--- src/rtl/div_pkg.sv ---
// Shared types and helpers for the sequential restoring divider.
// Provides the FSM state enum and the step-counter width helper.
package div_pkg;

    typedef enum logic [1:0] {
        IDLE = 2'd0,
        BUSY = 2'd1,
        DONE = 2'd2
    } div_state_t;

    // Step counter width; never narrower than one bit.
    function automatic int cnt_w(input int size);
        return (size > 1) ? $clog2(size) : 1;
    endfunction

endpackage

--- src/rtl/div_step.sv ---
// One combinational radix-2 restoring division step.
// Ports: r (partial remainder), bit_in (next dividend bit), divisor -> r_next, q_bit.
module div_step #(
    parameter int SIZE = 4
) (
    input  logic [SIZE:0]   r,
    input  logic            bit_in,
    input  logic [SIZE-1:0] divisor,
    output logic [SIZE:0]   r_next,
    output logic            q_bit
);

    logic [SIZE:0] shifted;
    logic [SIZE:0] trial;

    assign shifted = {r[SIZE-1:0], bit_in};
    assign trial   = shifted - {1'b0, divisor};
    // R < divisor keeps the difference inside S+1 signed bits,
    // so the MSB alone tells whether the subtraction went negative.
    assign q_bit   = ~trial[SIZE];
    assign r_next  = q_bit ? trial : shifted;

endmodule

--- src/rtl/seq_divider.sv ---
// Iterative restoring divider: 2*SIZE-bit dividend / SIZE-bit divisor, one bit per clock.
// Ports: clk, rst_n, in_valid/in_ready + dividend/divisor, out_valid/out_ready +
//   quotient/remainder/ovf/dz. Macro DIV_ONE_BYPASS_EN: divisor==1 skips the BUSY phase.
module seq_divider
    import div_pkg::*;
#(
    parameter int SIZE = 4
) (
    input  logic              clk,
    input  logic              rst_n,
    input  logic              in_valid,
    output logic              in_ready,
    input  logic [2*SIZE-1:0] dividend,
    input  logic [SIZE-1:0]   divisor,
    output logic              out_valid,
    input  logic              out_ready,
    output logic [SIZE-1:0]   quotient,
    output logic [SIZE-1:0]   remainder,
    output logic              ovf,
    output logic              dz
);

    localparam int CW = cnt_w(SIZE);

    div_state_t      state;
    div_state_t      state_n;
    logic [SIZE:0]   r;
    logic [SIZE-1:0] q;
    logic [SIZE-1:0] dvsr;
    logic [CW-1:0]   cnt;

    logic [SIZE-1:0] hi;
    logic [SIZE-1:0] lo;
    logic            accept;
    logic            ovf_in;
    logic            byp;
    logic            last;
    logic [SIZE:0]   r_next;
    logic            q_bit;
    logic [SIZE:0]   q_ext;

    assign hi       = dividend[2*SIZE-1:SIZE];
    assign lo       = dividend[SIZE-1:0];
    assign in_ready = (state == IDLE);
    assign out_valid = (state == DONE);
    assign accept   = in_valid && in_ready;
    assign ovf_in   = (hi >= divisor);
    assign last     = (cnt == CW'(SIZE - 1));
    assign q_ext    = {q, q_bit};

`ifdef DIV_ONE_BYPASS_EN
    assign byp = (divisor == SIZE'(1));
`else
    assign byp = 1'b0;
`endif

    div_step #(
        .SIZE(SIZE)
    ) u_step (
        .r      (r),
        .bit_in (q[SIZE-1]),
        .divisor(dvsr),
        .r_next (r_next),
        .q_bit  (q_bit)
    );

    always_ff @(posedge clk or negedge rst_n) begin
        if (!rst_n) begin
            state <= IDLE;
        end else begin
            state <= state_n;
        end
    end

    always_comb begin
        state_n = state;
        unique case (state)
            IDLE: begin
                if (accept) begin
                    state_n = (ovf_in || byp) ? DONE : BUSY;
                end
            end
            BUSY: begin
                if (last) begin
                    state_n = DONE;
                end
            end
            DONE: begin
                if (out_ready) begin
                    state_n = IDLE;
                end
            end
            default: state_n = IDLE;
        endcase
    end

    always_ff @(posedge clk or negedge rst_n) begin
        if (!rst_n) begin
            r         <= '0;
            q         <= '0;
            dvsr      <= '0;
            cnt       <= '0;
            quotient  <= '0;
            remainder <= '0;
            ovf       <= 1'b0;
            dz        <= 1'b0;
        end else if (accept) begin
            r    <= {1'b0, hi};
            q    <= lo;
            dvsr <= divisor;
            cnt  <= '0;
            if (ovf_in) begin
                quotient  <= '1;
                remainder <= '0;
                ovf       <= 1'b1;
                dz        <= (divisor == '0);
            end else if (byp) begin
                quotient  <= lo;
                remainder <= '0;
                ovf       <= 1'b0;
                dz        <= 1'b0;
            end
        end else if (state == BUSY) begin
            r   <= r_next;
            q   <= q_ext[SIZE-1:0];
            cnt <= last ? '0 : cnt + CW'(1);
            if (last) begin
                quotient  <= q_ext[SIZE-1:0];
                remainder <= r_next[SIZE-1:0];
                ovf       <= 1'b0;
                dz        <= 1'b0;
            end
        end
    end

endmodule

--- config.mk ---
export PLATFORM = sky130hd
export DESIGN_NAME = seq_divider
export DESIGN_NICKNAME = d
export VERILOG_FILES = /design/src/rtl/div_pkg.sv /design/src/rtl/div_step.sv /design/src/rtl/seq_divider.sv
export SDC_FILE = /design/constraint.sdc
export NUM_CORES = 1
export LEC_CHECK = 0
export CORE_MARGIN = 1
export CORE_UTILIZATION = 51
export DETAILED_ROUTE_END_ITERATION = 16
export PLACE_DENSITY_LB_ADDON = 0.15
export SLEW_MARGIN = 25
export SYNTH_ARGS = -nofsm -noshare
export SYNTH_HDL_FRONTEND = slang
export SYNTH_HIERARCHICAL = 1
export SYNTH_SLANG_ARGS = --single-unit
export TNS_END_PERCENT = 30
--- constraint.sdc ---
create_clock -name clk -period 2.99 [get_ports clk]
set_clock_uncertainty 0.2 [all_clocks]
set_input_delay 0.4485 -clock clk [delete_from_list [all_inputs] [get_ports clk]]
set_output_delay 0.4485 -clock clk [all_outputs]
set_load 0.02 [all_outputs]
==> results of run 1 <==
==> where the power goes <==
group          internal (mW)  switching [mW]
clock network          0.136           0.109
logic                  0.520           0.581
registers              0.505          0.0983
==> flip-flops by register name, summed over array words and instances, names as in the netlist <==
register	flops
quotient	4
state	2
cnt	2
ovf	1
dz	1
dvsr	4
remainder	4
q	4
r	4
==> routing by layer <==
layer / track usage [%] / vias to the layer above / routed length (um)
li1: - / 562 / -
met1: 27.3 / 528 / 1330
met2: 34.9 / 33 / 1370
met3: 2.56 / 6 / 136
met4: 8.93 / 0 / 59
met5: 0 / - / 0
==> final cells by class <==
class	count	area [um^2]
sequential	26	651
fill	238	956
timing repair buffer	29	285
clock inverter	1	30.0
clock buffer	3	22.5
tap	31	38.8
inverter	13	48.8
multi-input combinational	104	702
==> path summary, 6_finish.rpt <==
check	startpoint	to	depth (start not counted)
setup reg to reg	dvsr[0]$_DFFE_PN0P_	r[3]$_DFFE_PN0P_	11
max in group asynchronous	rst_n	r[0]$_DFFE_PN0P_	2
setup / recovery	dvsr[0]$_DFFE_PN0P_	r[3]$_DFFE_PN0P_	11
hold / removal	rst_n	q[3]$_DFFE_PN0P_	2
hold reg to reg	ovf$_DFFE_PN0P_	ovf$_DFFE_PN0P_	2
min in group clk	ovf$_DFFE_PN0P_	ovf$_DFFE_PN0P_	2
==> metrics by stage <==
step,worst slack [ns],hold slack [ns]
6_report,0.314,0.272
5_1_grt,0.0798,0.320
4_1_cts,0.314,0.283
3_5_place_dp,0.332,0.272
3_3_place_gp,0.441,0.261
2_1_floorplan,0.499,-0.0471
==> flow_metrics.tcl, run 1 <==
set metrics [dict create \
    status "completed" \
    place_area_um2 1730 \
    worstMarginPinSlew_ns 0.541 \
    startpoint_type "flip-flop" \
    fp.dieArea_um2 3090 \
    cp_top_family "adder cells" \
    cts_resized 0 \
    cts.root.buffer_cell "clkbuf_4" \
    rsz0062_at_grt "no" \
    post_synth.cell_area_avg_um2 9.76 \
    antenna_found_initial 0 \
    rrSetupSlack_ns 0.31 \
    clk_latency_ns 0.33 \
    power_density_nw_per_um2 1100 \
    drt-total-wl_mm 2.89 \
    start_util_pct 53.5 \
    viasPerCell 5.45 \
    ir_drop_mv 0.772 \
    cts-hold-fix-buffers 0 \
    postRouteAntennaNets 0 \
    clockBufferDepth 2 \
    arrival_ns 2.73 \
    drc 0 \
    area_delta_synth_final_pct 21.5 \
    num_vias 1129 \
    dieHeight_um 55.6 \
    dp.cells 203 \
    diodes 0 \
    p_leak_nw 0.826 \
    final_area_um2 1780 \
    crit_fanout 10 \
    end_kind "flip-flop" \
    final_cell_mix "27 x clkdlybuf4s50_1, 26 x dfrtp_1, 23 x nand2_1" \
    cp_cell_sequence "ha_1, fa_1, inv_1, a21oi_1, o21bai_1, ha_1, nor4bb_1, a31oi_1, nand4_1, mux2i_1, o21ai_0" \
    drtIter0Drc 27 \
    grt-ovfl-total 0 \
    grt_pass1_wl_mm 5.00 \
    num_rows 19 \
    dpl.hpwl_mm 2.20 \
    synthesis.nets 177 \
    final_core_util_pct 65.0 \
    syn_area_um2 1460 \
    grt_pass1_vias 1121 \
    grt_max_degree 27 \
    timing.final.crit_share_pct 89.5 \
    fin_crit_ns 2.68 \
    grt_util_all_layers_pct 20.9 \
    syn_inst 150 \
    final-setup-viol-count 0 \
    min_path_type "primary input to asynchronous set/reset pin" \
    crit_buf_inv 1 \
    core_um2 2730 \
    clock-sinks 26 \
    layout.cells.most_common "clkdlybuf4s50_1" \
    ioPinCount 28 \
    worstSetupPathType "flip-flop to flip-flop" \
    setup_tns_ns 0 \
    fmax_mhz 374 \
    wl_per_cell_um 14.0 \
    power_mw 1.95 \
    fp.dieW_um 55.6 \
    drive_above_1_share_pct 7.95 \
    clk_pin_slew_worst_paths_ns 0.15 \
    final_cells 207 \
    path_common_cell "ha_1" \
    gp_congestion 0.799 \
    cap_violations 0 \
    nets 204 \
    drv_slew 0 \
    cts_setup_buffers 0 \
    max_stage_delay_ns 0.41 \
    hold_viol_final 0 \
    cts_tree "built" \
    cts_buffers 3 \
    yosysWarnings 6 \
    maxSlewHeadroom_pct 63.8 \
    numPortBuffers 27 \
    required_ns 3.04 \
    drt_first_pass_iters 4 \
    crit_slowest_cell "dfrtp_1" \
    htree_levels 1 \
]
Note: power is estimated with default switching activity, not from simulation.
==> run 2: changes to the inputs <==
Settings changed: CTS_CLUSTER_DIAMETER set to 50, CTS_CLUSTER_SIZE set to 8.
Clock period 2.99 ns to 2.76 ns, I/O delays scaled along.
==> flow_metrics.tcl, run 2 (same netlist as run 1, synthesis figures left out) <==
set metrics [dict create \
    final_cells 209 \
    htree_levels 1 \
    startpoint_type "flip-flop" \
    diodes 0 \
    ir_drop_mv 0.766 \
    ioPinCount 28 \
    place_ws_ns 0.102 \
    required_ns 2.77 \
    arrival_ns 2.61 \
    clock-sinks 26 \
    postRouteAntennaNets 0 \
    num_vias 1134 \
    fin_ws_ns 0.157 \
    viasPerCell 5.43 \
    start_util_pct 53.5 \
    end_kind "flip-flop" \
    dpl.hpwl_mm 2.20 \
    status "completed" \
    core_um2 2730 \
    fmax_mhz 384 \
    internal_power_mw 1.35 \
    grt_pass1_vias 1121 \
    drv_slew 0 \
    area_delta_synth_final_pct 24.0 \
    clockBufferDepth 2 \
    nFillCells 235 \
    rr_worst_depth 12 \
    crit_fanout 6 \
    dieHeight_um 55.6 \
    p_leak_nw 0.839 \
    final-setup-viol-count 0 \
    antenna_found_initial 0 \
    cts_tree "built" \
    gp_congestion 0.799 \
    timing.final.crit_share_pct 94.3 \
    min_path_type "primary input to asynchronous set/reset pin" \
    seq_area_um2 651 \
    clock_power_share_pct 11.8 \
    numPortBuffers 27 \
    grt_util_all_layers_pct 20.9 \
    p_sw_share_pct 39.7 \
    fp.dieArea_um2 3090 \
    drc 0 \
    power_switching_uw 890 \
    worstMarginPinSlew_ns 0.543 \
    drtIter0Drc 26 \
    wl_per_cell_um 13.8 \
    maxSlewHeadroom_pct 63.7 \
    grt-ovfl-total 0 \
    pwr-share-seq_pct 29.2 \
    power_density_nw_per_um2 1240 \
    grt_max_degree 27 \
    num_rows 19 \
    nets 206 \
    setup_tns_ns 0 \
    drt-total-wl_mm 2.88 \
    layout.cells.most_common "clkdlybuf4s50_1" \
    hold_viol_final 0 \
    grt_pass1_wl_mm 5.00 \
    clk_pin_slew_worst_paths_ns 0.15 \
    final_cell_mix "27 x clkdlybuf4s50_1, 26 x dfrtp_1, 23 x nand2_1" \
    cts.root.buffer_cell "clkbuf_4" \
    multi_input_area_um2 724 \
    fp.dieW_um 55.6 \
    dp.cells 203 \
    drt_first_pass_iters 4 \
    cap_violations 0 \
    combPwrFrac_pct 59.0 \
    clk_latency_ns 0.33 \
    worstSetupPathType "flip-flop to flip-flop" \
    cts_buffers 3 \
    drive_above_1_share_pct 10.7 \
    fin_crit_ns 2.60 \
]
-- run 2: cell types whose count changed in the layout (fill, tap and decap cells not counted) --
cell | previous run | this run
o21bai_1 | 1 | 0
ha_1 | 10 | 9
ha_4 | 0 | 1
nor4bb_1 | 1 | 0
o21bai_2 | 0 | 1
nor4bb_2 | 0 | 1
buf_4 | 2 | 4
-- run 2: what timing repair did --
item / CTS / global route
setup endpoints to repair: 0 / 2
setup buffers: 0 / 2
gates resized for setup: 0 / 4
hold buffers: 0 / 0
-- run 2: through the flow --
stage / instance area [um^2] / power, mW / util (%) / hold slack (ns)
2_1_floorplan: 1460 / 1.60 / - / -0.0816
3_3_place_gp: 1730 / 1.80 / 63.1 / 0.261
3_5_place_dp: 1730 / 1.86 / 63.1 / 0.272
4_1_cts: 1780 / 2.12 / 65.0 / 0.249
5_1_grt: 1820 / 2.42 / 66.4 / 0.281
6_report: 1820 / 2.24 / 66.4 / 0.233
-- run 2: worst paths after layout --
check	endpoint	slack (ns)	from
min in group clk	ovf$_DFFE_PN0P_	0.30	ovf$_DFFE_PN0P_
min	quotient[0]$_DFFE_PN0P_	0.23	rst_n
min reg2reg	ovf$_DFFE_PN0P_	0.30	ovf$_DFFE_PN0P_
max reg2reg	r[3]$_DFFE_PN0P_	0.16	q[3]$_DFFE_PN0P_
max	r[3]$_DFFE_PN0P_	0.16	q[3]$_DFFE_PN0P_
max in group asynchronous	dvsr[0]$_DFFE_PN0P_	1.87	rst_n
-- run 2: per-layer routing --
layer  up-vias  track usage, %  share of wire (%)
met2        27            34.9                 48
met4         0            8.93                2.1
met3         6            2.56                3.6
met1       535            27.3                 47
li1        566               -                  -
met5         -               0                  0
-- run 2: layout make-up --
class / instances / share of cell area, %
Clock buffer: 3 / 1.24
Clock inverter: 1 / 1.65
Inverter: 13 / 2.69
Multi-Input combinational cell: 104 / 39.9
Sequential cell: 26 / 35.8
Tap cell: 31 / 2.14
Timing Repair Buffer: 31 / 16.5
-- run 2: critical path, stage by stage, from the launching register on --
cell	delay, ns
dfrtp_1	0.38
inv_1	0.06
ha_1	0.20
fa_1	0.40
inv_1	0.07
a21oi_1	0.07
o21bai_2	0.20
ha_4	0.25
nor4bb_2	0.17
a31oi_1	0.14
nand4_1	0.13
mux2i_1	0.13
o21ai_0	0.09
-- run 2: power by group through the flow --
stage	sequential, mW	clock (mW)	combinational, mW
2_1_floorplan	0.697	0	0.905
3_3_place_gp	0.654	0	1.14
3_5_place_dp	0.665	0	1.19
4_1_cts	0.654	0.267	1.19
5_1_grt	0.678	0.286	1.46
6_report	0.656	0.264	1.32
==> run 3: changes to the inputs <==
Clock period 2.76 ns to 2.7 ns, I/O delays scaled along.
==> flow_metrics.tcl, run 3 (same netlist as run 1, synthesis figures left out) <==
set metrics [dict create \
    gp_congestion 0.799 \
    antenna_found_initial 0 \
    fp.dieArea_um2 3090 \
    min_path_type "primary input to asynchronous set/reset pin" \
    grt_pass1_vias 1121 \
    startpoint_type "flip-flop" \
    area_delta_synth_final_pct 24.7 \
    multi_input_area_um2 727 \
    nets 207 \
    power_switching_uw 915 \
    drv_slew 0 \
    dieHeight_um 55.6 \
    clock_power_share_pct 11.7 \
    end_kind "flip-flop" \
    viasPerCell 5.42 \
    ir_drop_mv 0.786 \
    rrSetupSlack_ns 0.16 \
    drc 0 \
    final_cell_mix "27 x clkdlybuf4s50_1, 26 x dfrtp_1, 23 x nand2_1" \
    layout.cells.most_common "clkdlybuf4s50_1" \
    nFillCells 234 \
    hold_viol_final 0 \
    cp_cell_sequence "ha_1, fa_2, inv_1, a21oi_1, o21bai_2, ha_4, nor4bb_2, a31oi_1, nand4_1, mux2i_1, o21ai_0" \
    timing.final.crit_share_pct 94.0 \
    drtIter0Drc 24 \
    cts-hold-fix-buffers 0 \
    drt-total-wl_mm 2.89 \
    worstSetupPathType "flip-flop to flip-flop" \
    required_ns 2.71 \
    grt-ovfl-total 0 \
    grt_pass1_wl_mm 5.00 \
    dpl.hpwl_mm 2.20 \
    drive_above_1_share_pct 11.7 \
    final-setup-viol-count 0 \
    p_leak_nw 0.843 \
    wl_per_cell_um 13.7 \
    fmax_mhz 394 \
    cts_tree "built" \
    postRouteAntennaNets 0 \
    setup_tns_ns 0 \
    clockBufferDepth 2 \
    start_util_pct 53.5 \
    power_density_nw_per_um2 1270 \
    clock-sinks 26 \
    p_sw_share_pct 39.6 \
    cts.root.buffer_cell "clkbuf_4" \
    grt_max_degree 27 \
    seq_area_um2 651 \
    fin_hold_ws_ns 0.224 \
    num_rows 19 \
    clk_latency_ns 0.33 \
    diodes 0 \
    arrival_ns 2.55 \
    cap_violations 0 \
    fp.dieW_um 55.6 \
    max_stage_delay_ns 0.41 \
    num_vias 1139 \
    core_um2 2730 \
    internal_power_mw 1.40 \
    fin_crit_ns 2.54 \
    worstMarginPinSlew_ns 0.553 \
    final_cells 210 \
    grt_util_all_layers_pct 20.9 \
    clk_pin_slew_worst_paths_ns 0.15 \
    combPwrFrac_pct 59.3 \
    pwr-share-seq_pct 29.0 \
    numPortBuffers 27 \
    drt_first_pass_iters 4 \
    status "completed" \
    ioPinCount 28 \
    maxSlewHeadroom_pct 63.1 \
    crit_slowest_cell "dfrtp_1" \
    crit_fanout 6 \
    cts_buffers 3 \
    htree_levels 1 \
    dp.cells 203 \
    rsz0062_at_grt "no" \
]
==> run 3: cell count changes in the layout (fill, tap and decap cells not counted), sizes merged <==
cell  delta
buf      +1
==> run 3: cell type report <==
class / count / area share [%]
clock buffers: 3 / 1.23
clock inverters: 1 / 1.64
inverters: 13 / 2.67
multi-input cells: 104 / 39.8
flip-flops and latches: 26 / 35.6
well taps: 31 / 2.12
repair buffers: 32 / 16.9
==> run 3: what timing repair did <==
action,in CTS,in global routing
setup buffers,0,3
gates resized for setup,0,5
setup endpoints to repair,0,3
endpoints found under the hold margin,0,0
==> run 3: per-stage QoR <==
step,util (%),power (mW),setup slack (ns),area (um^2)
after floorplan,-,1.64,0.209,1460
after detailed placement,63.1,1.90,0.0419,1730
after CTS,65.0,2.16,0.0239,1780
after global placement,63.1,1.84,0.151,1730
final,66.8,2.31,0.161,1830
after global routing,66.8,2.49,0.00868,1830
==> run 3: worst max-delay path: cells and delay by family, from the launching register on <==
family                   cells  cell delay (ns)
flip-flops                   1             0.41
buffers and inverters        1             0.06
multiplexers                 1             0.13
AND/OR/NAND/NOR              2             0.30
AO/OA/AOI/OAI                4             0.49
adder cells (fa/ha/maj)      3             0.82
==> run 3: power groups by stage <==
stage / clock, mW / combinational [mW] / sequential, mW
2_1_floorplan: 0 / 0.925 / 0.712
3_3_place_gp: 0 / 1.17 / 0.668
3_5_place_dp: 0 / 1.22 / 0.679
4_1_cts: 0.273 / 1.22 / 0.669
5_1_grt: 0.293 / 1.51 / 0.693
6_report: 0.270 / 1.37 / 0.670
==> run 3: final timing paths <==
check | from | endpoint | cells after the start
hold / removal | rst_n | remainder[0]$_DFFE_PN0P_ | 2
setup / recovery | dvsr[0]$_DFFE_PN0P_ | r[3]$_DFFE_PN0P_ | 11
min in group clk | ovf$_DFFE_PN0P_ | ovf$_DFFE_PN0P_ | 2
max in group asynchronous | rst_n | dvsr[0]$_DFFE_PN0P_ | 2
setup reg to reg | dvsr[0]$_DFFE_PN0P_ | r[3]$_DFFE_PN0P_ | 11
hold reg to reg | ovf$_DFFE_PN0P_ | ovf$_DFFE_PN0P_ | 2
==> run 3: layer usage <==
metal  global-route usage (%)  vias up  routed length [um]
li1                         -      566                   -
met3                     2.56        6                  92
met5                        0        -                   0
met2                     34.9       21                1370
met4                     8.93        0                  59
met1                     27.3      546                1370
